`src/rtl/bus_arbiter4_pkg.sv`:
```
// Shared definitions for the four-requester bus arbiter: requester count,
// index width and the FSM state encoding.
package bus_arbiter4_pkg;

  localparam int N_REQ = 4;
  localparam int IDX_W = 2;

  typedef enum logic [1:0] {
    ST_IDLE  = 2'd0,
    ST_GRANT = 2'd1,
    ST_TURN  = 2'd2
  } state_t;

endpackage

```
`src/rtl/bus_arbiter4_rr_pick4.sv`:
```
// Combinational round-robin selector: the first requester found scanning
// upward from (last+1) mod 4 wins.
module rr_pick4
  import bus_arbiter4_pkg::*;
(
  input  logic [N_REQ-1:0] req,
  input  logic [IDX_W-1:0] last,
  output logic             valid,
  output logic [IDX_W-1:0] winner
);

  logic [IDX_W-1:0] cand;

  // NOTE: every output and temporary gets a default before the loop so no latch is inferred.
  always_comb begin
    valid  = 1'b0;
    winner = last;
    cand   = '0;
    for (int k = 1; k <= N_REQ; k++) begin
      // 2-bit arithmetic wraps 3->0, and k=4 lands back on last itself.
      cand = last + IDX_W'(k);
      if (!valid && req[cand]) begin
        valid  = 1'b1;
        winner = cand;
      end
    end
  end

endmodule

```
`src/rtl/bus_arbiter4.sv`:
```
// Four-way round-robin bus arbiter with tenure-limited preemption and a
// one-cycle all-zero turnaround between successive grants.
module bus_arbiter4
  import bus_arbiter4_pkg::*;
#(
  parameter int unsigned MAX_HOLD = 8
) (
  input  logic             clk,
  input  logic             rst,
  input  logic [N_REQ-1:0] req,
  output logic [N_REQ-1:0] gnt,
  output logic [IDX_W-1:0] owner,
  output logic             busy
);

  localparam logic [7:0] MAX_T = 8'(MAX_HOLD);

  state_t           state;
  logic [7:0]       tenure;
  logic [IDX_W-1:0] last;
  logic             pick_valid;
  logic [IDX_W-1:0] pick_winner;
  logic             others_waiting;

  rr_pick4 u_pick (
    .req    (req),
    .last   (last),
    .valid  (pick_valid),
    .winner (pick_winner)
  );

  assign others_waiting = |(req & ~gnt);

  // NOTE: all state and outputs are registered with non-blocking assignments only.
  always_ff @(posedge clk) begin
    if (rst) begin
      state  <= ST_IDLE;
      gnt    <= '0;
      busy   <= 1'b0;
      owner  <= '0;
      tenure <= '0;
      last   <= IDX_W'(N_REQ - 1);
    end else begin
      unique case (state)
        ST_IDLE, ST_TURN: begin
          gnt  <= '0;
          busy <= 1'b0;
          if (pick_valid) begin
            state  <= ST_GRANT;
            gnt    <= N_REQ'(1) << pick_winner;
            busy   <= 1'b1;
            owner  <= pick_winner;
            last   <= pick_winner;
            tenure <= 8'd1;
          end else begin
            state <= ST_IDLE;
          end
        end
        ST_GRANT: begin
          // Release or preempt; either way the bus goes idle for one turnaround cycle.
          if (!req[owner] || (tenure == MAX_T && others_waiting)) begin
            state <= ST_TURN;
            gnt   <= '0;
            busy  <= 1'b0;
          end else if (tenure < MAX_T) begin
            tenure <= tenure + 8'd1;
          end
        end
        default: begin
          state <= ST_IDLE;
          gnt   <= '0;
          busy  <= 1'b0;
        end
      endcase
    end
  end

endmodule

```
`config.mk`:
```
export PLATFORM = sky130hd
export DESIGN_NAME = bus_arbiter4
export DESIGN_NICKNAME = d
export VERILOG_FILES = /design/src/rtl/bus_arbiter4_pkg.sv /design/src/rtl/bus_arbiter4_rr_pick4.sv /design/src/rtl/bus_arbiter4.sv
export SDC_FILE = /design/constraint.sdc
export NUM_CORES = 1
export LEC_CHECK = 0
export BUFFER_PORTS_ARGS = -buffer_cell sky130_fd_sc_hd__clkbuf_2
export CAP_MARGIN = 20
export CORE_UTILIZATION = 30
export DETAILED_ROUTE_END_ITERATION = 8
export GPL_TIMING_DRIVEN = 0
export HOLD_SLACK_MARGIN = 0.05
export SETUP_SLACK_MARGIN = 0.2
export SYNTH_ARGS = -nofsm -noshare
export SYNTH_HDL_FRONTEND = slang
export SYNTH_HIERARCHICAL = 1
export SYNTH_SLANG_ARGS = --single-unit
```
`constraint.sdc`:
```
create_clock -name clk -period 3.2 [get_ports clk]
set_input_delay 0.16 -clock clk [delete_from_list [all_inputs] [get_ports clk]]
set_output_delay 0.16 -clock clk [all_outputs]
set_load 0.005 [all_outputs]
```
==> run_results.csv <==
group,metric,value,unit
final_layout,drive_gt1_share,15.3,%
worst_setup_path,r2r_start,"tenure[7]$_SDFFE_PP0P_",
cts,path_clk_slew,110,ps
cts,cts_tree,"yes",
cts,holdBufCountCts,0,
detailed_routing,drc_errors,2,
detailed_routing,wl_per_cell,13.4,um
logic_synthesis,ys_ff_latch,19,
detailed_routing,drtAntennaViolNets,0,
detailed_routing,vias_per_cell,5.42,
status,violations,"DRC",
power,total_leakage_power,0.434,nW
die,dieWidth,56.8,um
worst_hold_path,min_path_type,"in -> reg",
worst_setup_path,reg2reg_to,"tenure[0]$_SDFFE_PP0P_",
worst_setup_path,critPathLaunchType,"register",
die,core,0.00281,mm2
sta,setup_slack,1420,ps
sta,post-route-period-util,55.6,%
global_routing,antenna_found_initial,0,
final_layout,utilization,36.4,%
sta,skew,7.05,ps
worst_setup_path,required,3460,ps
detailed_routing,drtIter0Drc,16,
sta,rsz0062_at_grt,"no",
logic_synthesis,postSynthCellCount,103,
logic_synthesis,synth.distinct_cells,29,
logic_synthesis,avgSynthCellArea,8.73,um2
global_routing,grtUsageTotal,14.3,%
worst_hold_path,min_from,"rst",
cts,postCtsSetupBuffers,0,
logic_synthesis,synth_compound_area_share,21.1,%
power,total_power,0.505,mW
cts,cts-resized-gates,0,
worst_setup_path,path_buf_inv,0,
place,dpl_worst_slack,1380,ps
sta,finalHoldViolations,0,
worst_setup_path,arrival,2040,ps
global_routing,overflow,0,
worst_setup_path,crit_chain,"or4_4 > nor3_1 > nor2_1 > a21oi_1 > o211a_1",
place,io_buffers,11,
global_routing,grt_pass1_wl,3.46,mm
final_layout,area_growth,13.4,%
logic_synthesis,syn_area,900,um2
sta,min_period,1780,ps
worst_setup_path,crit_fanout,5,
die,row_count,19,
worst_setup_path,max_stage_delay,550,ps
sta,slew_violations,0,
worst_setup_path,r2r_setup_slack,1420,ps
final_layout,multiInputGateArea,478,um2
worst_setup_path,r2r_cells,5,
cts,cts_buffer_depth,2,
cts,cts_htree_levels,1,
sta,fmax,0.562,GHz
final_layout,final_nets,127,
worst_setup_path,cpLargestDelayFamily,"simple AND/OR/NAND/NOR gates",
sta,tightest_slew,483,ps
logic_synthesis,synth_top_family_by_area,"simple AND/OR/NAND/NOR gates",
sta,setup_viol,0,
place,dp_hpwl,1.53,mm
die,die-height,56.8,um
worst_setup_path,crit_type,"reg -> reg",
logic_synthesis,synth_fp_nets,111,
detailed_routing,dr_total_vias,807,
status,status,"finished with violations",
global_routing,grt_max_degree,11,
logic_synthesis,yosysSeqAreaShare,42.3,%
cts,ctsRootBufferMaster,"clkbuf_4",
logic_synthesis,synth_fa_ha_area_share,2.78,%
worst_hold_path,min_to,"tenure[7]$_SDFFE_PP0P_",
die,initial_core_util,32.1,%
power,peakVddDrop,0.287,mV
cts,cts_made_buffers,3,
final_layout,num_antenna_cells,0,
die,dieArea,0.00322,mm2
flow_run,max_cap_violations,0,
detailed_routing,drtPass1Iterations,7,
global_routing,grt_pass1_vias,772,
worst_setup_path,critPathCaptureType,"register",
place,gp_congestion,0.741,
cts,clk_latency,310,ps
logic_synthesis,synth_simple_gate_area_share,25.6,%
detailed_routing,wl,2.00,mm
worst_hold_path,whs_path_depth,2,
logic_synthesis,synthMuxAreaShare,3.62,%
final_layout,fillers,296,
power,p_per_area,495,mW/mm2
sta,fin_tns_setup,0,ps
worst_setup_path,crit_slowest_cell,"or4_4",
logic_synthesis,synth_xor_area_share,0,%
die,pin_count,13,
sta,slew_headroom,67.8,%
cts,cts_sinks,19,
logic_synthesis,yosysWarnings,6,
final_layout,regArea,380,um2
## worst reg2reg max path: stages (launching register included)
cell and delay [ps]:
dfxtp_1 330, or4_4 550, nor3_1 270, nor2_1 150
a21oi_1 260, o211a_1 170
## final cells by class
cell class                      instances  area share (%)
Tap cell                               31            3.80
Inverter                                7            2.58
Timing Repair Buffer                   11            5.40
Buffer                                  4            1.47
Sequential cell                        19            37.3
Multi-Input combinational cell         73            46.9
Clock buffer                            4            2.58
## worst max-delay path by stage
stage / start / end / slack [ps] / depth (start not counted)
final: tenure[7]$_SDFFE_PP0P_ / tenure[0]$_SDFFE_PP0P_ / 1420 / 5
after detailed placement: req[3] / tenure[0]$_SDFFE_PP0P_ / 1380 / 6
after CTS: tenure[7]$_SDFFE_PP0P_ / tenure[0]$_SDFFE_PP0P_ / 1410 / 5
after global routing: tenure[7]$_SDFFE_PP0P_ / tenure[0]$_SDFFE_PP0P_ / 1230 / 5
after global placement: req[3] / tenure[0]$_SDFFE_PP0P_ / 1420 / 6
after floorplan: tenure[7]$_SDFFE_PP0P_ / tenure[2]$_SDFFE_PP0P_ / 1540 / 4
## cells in the final DEF (no fill, tap or decap), drive strengths merged, types with 3 or more instances in the layout
cell type and instances:
clkbuf 19, inv 7, dfxtp 19, nor2b 6, nor2 6, nor3 4
nand3 3, nand2b 3, o32ai 3, a21oi 9, nand2 14, a31oi 4
## registers in the layout, summed over array words and instances (netlist names)
register,cells
last,2
busy,1
owner,2
state,2
tenure,8
gnt,4
## synth_stat cells
cell type / number / area share, %
a211oi_1: 1 / 0.83
a31oi_1: 4 / 2.8
o32ai_1: 3 / 2.9
o41ai_2: 1 / 1.8
nand3_1: 3 / 1.7
mux2i_1: 1 / 1.1
nand2b_1: 3 / 2.1
or4_4: 1 / 1.3
nand4b_1: 1 / 0.97
inv_1: 7 / 2.9
o22ai_1: 1 / 0.70
a2111oi_2: 1 / 1.7
ha_1: 2 / 2.8
mux4_2: 1 / 2.5
or4_1: 1 / 0.83
nor2_1: 6 / 2.5
nor2b_1: 6 / 4.2
and4_1: 1 / 0.97
o211a_1: 2 / 2.2
clkbuf_1: 4 / 1.7
o41a_1: 1 / 1.3
nor3_1: 4 / 2.2
nand2_1: 14 / 5.8
a21oi_1: 9 / 5.0
nor3b_1: 2 / 1.7
a221o_1: 1 / 1.1
a21o_1: 1 / 0.83
and3_1: 2 / 1.4
dfxtp_1: 19 / 42
## layer usage
metal	global-route usage [%]	wire length, um	up-vias
met5	0	0	-
met4	10.8	38	0
met3	2.53	96	5
met2	20.9	931	22
met1	18.5	936	374
li1	-	-	406
## per-stage QoR
step | hold slack [ps] | instance area, um2 | cells
floorplan | 453 | 900 | 103
global placement | 464 | 993 | 145
detailed placement | 470 | 993 | 145
CTS | 232 | 1020 | 149
global route | 249 | 1020 | 149
finish | 242 | 1020 | 149
## logic make-up (layout without fill, tap and decap cells)
family,after synthesis,after routing
AO/OA/AOI/OAI,25,25
adder cells (fa/ha/maj),2,2
buffers and inverters,11,26
flip-flops,19,19
multiplexers,2,2
AND/OR/NAND/NOR,44,44
## power by group
| part | switching, mW | internal [mW] | total [mW] |
|---|---|---|---|
| Sequential | 0.0168 | 0.254 | 0.271 |
| Combinational | 0.0648 | 0.0440 | 0.109 |
| Clock | 0.0764 | 0.0487 | 0.125 |
Note: power is estimated with default switching activity, not from simulation.
